--- config.mk ---
export PLATFORM = sky130hd
export DESIGN_NAME = rps_match_ctrl
export DESIGN_NICKNAME = d
export VERILOG_FILES = /design/src/rtl/rps_match_ctrl.sv
export SDC_FILE = /design/constraint.sdc
export NUM_CORES = 1
export LEC_CHECK = 0
export CAP_MARGIN = 15
export CORE_MARGIN = 4
export CORE_UTILIZATION = 50
export CTS_CLUSTER_SIZE = 28
export DETAILED_ROUTE_END_ITERATION = 8
export PLACE_DENSITY_LB_ADDON = 0.08
export SETUP_SLACK_MARGIN = 0.1
export SYNTH_ARGS = -nofsm -noshare
export SYNTH_HDL_FRONTEND = slang
export SYNTH_SLANG_ARGS = --single-unit
--- constraint.sdc ---
create_clock -name clk -period 5.41 [get_ports clk]
set_input_delay 1.082 -clock clk [delete_from_list [all_inputs] [get_ports clk]]
set_output_delay 1.082 -clock clk [all_outputs]
set_load 0.01 [all_outputs]
--- src/rtl/rps_match_ctrl.sv ---
// Best-of-N rock-paper-scissors match sequencer: arms rounds from a free-running LFSR,
// judges one player button per round, keeps scores and declares the match winner.
module rps_match_ctrl #(
    parameter int unsigned WIN_TARGET     = 3,
    parameter int unsigned SHOW_CYCLES    = 50_000_000,
    parameter int unsigned TIMEOUT_CYCLES = 250_000_000,
    parameter logic [7:0]  LFSR_SEED      = 8'hA5
) (
    input  logic       clk,
    input  logic       clear,
    input  logic       start,
    input  logic       s1,
    input  logic       s2,
    input  logic       s3,
    output logic [1:0] fpga_choice,
    output logic [1:0] result,
    output logic [2:0] score_player,
    output logic [2:0] score_fpga,
    output logic [3:0] round_cnt,
    output logic       match_done,
    output logic       match_winner
);
    localparam int unsigned TMAX = (SHOW_CYCLES > TIMEOUT_CYCLES) ? SHOW_CYCLES : TIMEOUT_CYCLES;
    localparam int unsigned TW   = (TMAX > 1) ? $clog2(TMAX) : 1;
    localparam logic [TW-1:0] SHOW_LAST = TW'(SHOW_CYCLES - 1);
    localparam logic [TW-1:0] TO_LAST   = TW'(TIMEOUT_CYCLES - 1);
    localparam logic [2:0]    TARGET    = 3'(WIN_TARGET);

    localparam logic [1:0] RES_NONE    = 2'b00;
    localparam logic [1:0] RES_DRAW    = 2'b01;
    localparam logic [1:0] RES_PLAYER  = 2'b10;
    localparam logic [1:0] RES_FPGA    = 2'b11;
    localparam logic [1:0] MV_SCISSORS = 2'd0;
    localparam logic [1:0] MV_ROCK     = 2'd1;
    localparam logic [1:0] MV_PAPER    = 2'd2;

    typedef enum logic [2:0] {
        ST_IDLE,
        ST_ARM,
        ST_WAIT,
        ST_JUDGE,
        ST_SHOW,
        ST_DONE
    } state_t;

    state_t        state, state_d;
    logic [TW-1:0] timer, timer_d;
    logic [7:0]    lfsr;
    logic          lfsr_fb;
    logic          start_q, s1_q, s2_q, s3_q;
    logic          rise_start, rise_s1, rise_s2, rise_s3;
    logic [1:0]    move_q, move_d;
    logic          timed_out, timed_out_d;
    logic          player_wins;

    logic [1:0]    choice_d, result_d;
    logic [2:0]    sp_d, sf_d;
    logic [3:0]    rc_d;
    logic          done_d, winner_d;

    assign lfsr_fb    = lfsr[7] ^ lfsr[5] ^ lfsr[4] ^ lfsr[3];
    assign rise_start = start & ~start_q;
    assign rise_s1    = s1 & ~s1_q;
    assign rise_s2    = s2 & ~s2_q;
    assign rise_s3    = s3 & ~s3_q;

    assign player_wins = (move_q == MV_ROCK     && fpga_choice == MV_SCISSORS) ||
                         (move_q == MV_PAPER    && fpga_choice == MV_ROCK)     ||
                         (move_q == MV_SCISSORS && fpga_choice == MV_PAPER);

    always_comb begin
        state_d     = state;
        timer_d     = timer;
        move_d      = move_q;
        timed_out_d = timed_out;
        choice_d    = fpga_choice;
        result_d    = result;
        sp_d        = score_player;
        sf_d        = score_fpga;
        rc_d        = round_cnt;
        done_d      = match_done;
        winner_d    = match_winner;

        case (state)
            ST_IDLE: begin
                result_d = RES_NONE;
                if (rise_start) state_d = ST_ARM;
            end
            ST_ARM: begin
                choice_d = 2'(lfsr % 8'd3);
                result_d = RES_NONE;
                timer_d  = '0;
                state_d  = ST_WAIT;
            end
            ST_WAIT: begin
                timer_d = timer + TW'(1);
                // A button edge on the last timeout cycle still counts as a real move.
                if (rise_s1 || rise_s2 || rise_s3) begin
                    move_d      = rise_s1 ? MV_SCISSORS : (rise_s2 ? MV_ROCK : MV_PAPER);
                    timed_out_d = 1'b0;
                    state_d     = ST_JUDGE;
                end else if (timer == TO_LAST) begin
                    timed_out_d = 1'b1;
                    state_d     = ST_JUDGE;
                end
            end
            ST_JUDGE: begin
                if (timed_out) begin
                    result_d = RES_FPGA;
                    sf_d     = score_fpga + 3'd1;
                end else if (move_q == fpga_choice) begin
                    result_d = RES_DRAW;
                end else if (player_wins) begin
                    result_d = RES_PLAYER;
                    sp_d     = score_player + 3'd1;
                end else begin
                    result_d = RES_FPGA;
                    sf_d     = score_fpga + 3'd1;
                end
                rc_d    = (round_cnt == 4'd15) ? round_cnt : round_cnt + 4'd1;
                timer_d = '0;
                state_d = ST_SHOW;
            end
            ST_SHOW: begin
                timer_d = timer + TW'(1);
                if (timer == SHOW_LAST) begin
                    if (score_player == TARGET || score_fpga == TARGET) begin
                        done_d   = 1'b1;
                        winner_d = (score_player == TARGET);
                        state_d  = ST_DONE;
                    end else begin
                        state_d = ST_ARM;
                    end
                end
            end
            ST_DONE: begin
                if (rise_start) begin
                    sp_d    = '0;
                    sf_d    = '0;
                    rc_d    = '0;
                    done_d  = 1'b0;
                    state_d = ST_ARM;
                end
            end
            default: state_d = ST_IDLE;
        endcase
    end

    always_ff @(posedge clk) begin
        if (clear) begin
            state        <= ST_IDLE;
            timer        <= '0;
            lfsr         <= LFSR_SEED;
            start_q      <= 1'b0;
            s1_q         <= 1'b0;
            s2_q         <= 1'b0;
            s3_q         <= 1'b0;
            move_q       <= '0;
            timed_out    <= 1'b0;
            fpga_choice  <= '0;
            result       <= '0;
            score_player <= '0;
            score_fpga   <= '0;
            round_cnt    <= '0;
            match_done   <= 1'b0;
            match_winner <= 1'b0;
        end else begin
            state        <= state_d;
            timer        <= timer_d;
            lfsr         <= {lfsr[6:0], lfsr_fb};
            start_q      <= start;
            s1_q         <= s1;
            s2_q         <= s2;
            s3_q         <= s3;
            move_q       <= move_d;
            timed_out    <= timed_out_d;
            fpga_choice  <= choice_d;
            result       <= result_d;
            score_player <= sp_d;
            score_fpga   <= sf_d;
            round_cnt    <= rc_d;
            match_done   <= done_d;
            match_winner <= winner_d;
        end
    end

endmodule
==> flow_summary.toml <==
[synthesis]
ys_types = 57
ys_seq_area_frac = 0.370
netlist_area_sq_um = 3350
ys_warn_count = 0
ys_ff_latch = 62
synth-edff-count = 0
synth_top_flop_cell = "dfxtp_1"
ys_async_sr_fraction = 0
avgSynthCellArea_sq_um = 8.18
synth_cells = 410
syn_nets = 424

[clock_tree]
ctsHoldBuffers = 0
cts_made_buffers = 9
cts-root-buf = "clkbuf_8"
cts_max_level = 3
cts_setup_buffers = 0
clk_pin_slew_worst_paths_ns = 0.07
post_cts_resize_count = 0
clk_latency_ns = 0.34
cts_sinks = 62
clockBufferDepth = 2
cts_tree = "done"

[timing]
rsz0062_at_grt = "false"
relSlewSlack = 0.367
tns_ns = 0
layout_min_cycle_time_ns = 3.35
timing.final.crit_share = 0.619
clock_skew_ns = 0.0104
slew_violations = 0
finalWorstSetupSlack_ns = 2.06
setup_viol = 0
tightest_slew_ns = 0.949
final_hold_viol_count = 0
fmax_mhz = 299

[job]
cap_violations = 0

[worst_setup_path]
path_max_fanout = 13
start_kind = "flip-flop"
path_delay_family = "compound AO/OA/AOI/OAI gates"
cp_slowest_stage_delay_ns = 0.58
path_class = "flip-flop to flip-flop"
crit_path_end_kind = "flip-flop"
arrival_ns = 3.59
worstPathCellList = "inv_1 > mux2i_1 > a22o_1 > nand3_1 > ha_1 > nand2b_1 > o41ai_1 > ha_1 > nor3_1 > a22o_1 > or3_1 > o311ai_1"
crit_required_ns = 5.65
crit_buf_inv = 1
slowest_stage = "dfxtp_1"

[detailed_routing]
ant_nets = 0
route.detailed.drc = 0
avgRoutedWirePerCell_um = 14.4
via_count = 2926
drt_iter0_drc = 149
vias_per_cell = 5.78
routed_wl_um = 7290
dr.pass1.iters = 4

[die]
ios = 22
row_count = 29
start_util = 0.522
die_x_um = 89.9
core_area_sq_um = 6420
fp.dieArea_sq_um = 8080
die_h_um = 89.9

[layout]
fin_util = 0.591
drive_above_1_share = 0.0956
antenna_cells = 0
area_growth_pct = 13.2
fin_nets = 438

[worst_hold_path]
min_path_type = "flip-flop to flip-flop"

[placed_design]
gp_congestion = 0.833
dp_hpwl_um = 4980
io_buffer_count = 21
pre_cts_ws_ns = 2.12

[run_status]
status = "completed"

[global_routing]
grt_max_degree = 65
grt_pass1_vias = 2730
grt_pass1_wl_um = 12600
antenna_found_initial = 0
grtUsageTotal = 0.186
overflow = 0

[power_and_ir_drop]
power_mw = 1.32
p_leak_nw = 1.35
powerDensity_nw_per_um2 = 349
vdd_drop_max_uv = 216
[kinds of logic after synthesis]
kind of cell | share of synthesized area
mux | 0.0343
xor+xnor | 0.0287
fa+ha+maj | 0.0299
simple gates | 0.334
compound gates | 0.166
flops | 0.370
buf+inv | 0.0366
[synth_stat cells (all sizes together) (4+ instances only)]
cell,n,area [sq um]
nand2b,7,43.8
or3,4,25.0
o21ai,15,75.1
nand4,8,50.1
a21oi,28,140
o211ai,4,30.0
inv,11,41.3
nand2,26,97.6
and3,9,56.3
nand3b,9,67.6
clkbuf,13,48.8
mux2i,7,70.1
buf,6,32.5
a211oi,5,42.5
mux2,4,45.0
xnor2,8,70.1
nor4,5,50.1
ha,8,100
o21a,10,75.1
or2,10,62.6
nand3,28,150
nor2b,10,62.6
dfxtp,62,1240
nor3,10,50.1
nor4b,5,43.8
nor2,54,203
[per-stage QoR]
step / instance area (sq um) / hold slack, ns / instances
3_5_place_dp: 3580 / 0.435 / 490
3_3_place_gp: 3580 / 0.440 / 490
6_report: 3800 / 0.452 / 506
5_1_grt: 3800 / 0.470 / 506
2_1_floorplan: 3350 / 0.417 / 410
4_1_cts: 3800 / 0.451 / 506
[cell usage in the layout (no fill, tap or decap), types with 3 or more instances in the layout]
cell,n
clkbuf_8,10
and3_1,9
mux2_2,4
o21a_1,10
nor2_1,54
nand3_1,26
xor2_1,3
dfxtp_1,62
o211a_1,3
nor3_1,10
nand4_1,8
or3_1,4
nor4bb_1,3
xnor2_1,8
clkdlybuf4s50_1,20
nand2b_1,7
a21o_1,3
nor2b_1,10
mux2i_1,7
a211oi_1,4
inv_1,11
a21oi_1,28
nand3b_1,9
ha_1,8
o211ai_1,4
nor4_2,3
or2_2,10
nand2_1,26
nor4b_1,5
o21ai_0,14
[layer usage]
layer | vias up | global-route usage | share of wire | wire (um)
li1 | 1503 | - | - | -
met1 | 1382 | 0.261 | 0.53 | 3850
met2 | 27 | 0.284 | 0.44 | 3180
met3 | 14 | 0.0326 | 0.019 | 140
met4 | 0 | 0.0727 | 0.016 | 117
met5 | - | 0 | 0 | 0
[registers in the layout (all words and copies together), names as in the netlist, 2 cells and up]
name and flops:
lfsr 8, result 2, timer 28, round_cnt 4, fpga_choice 2, state 3, score_fpga 3, score_player 3
move_q 2
[worst paths after layout]
check	startpoint	to	slack [ns]	depth (start not counted)
setup / recovery	lfsr[3]	fpga_choice[0]	2.06	12
hold reg to reg	s2_q	move_q[0]	0.45	1
setup reg to reg	lfsr[3]	fpga_choice[0]	2.06	12
hold / removal	s2_q	move_q[0]	0.45	1
[where the power goes]
part / leakage, nW / switching [mW] / internal [mW]
clock network: 0.110 / 0.176 / 0.271
logic: 0.732 / 0.196 / 0.131
registers: 0.504 / 0.0644 / 0.487
[final cells by class]
cell class,count,area (sq um)
flip-flops and latches,62,1240
repair buffers,22,213
well taps,77,96.3
multi-input cells,318,1990
clock inverters,4,70.1
clock buffers,12,145
fillers,610,2630
inverters,11,41.3
Note: power is estimated with default switching activity, not from simulation.
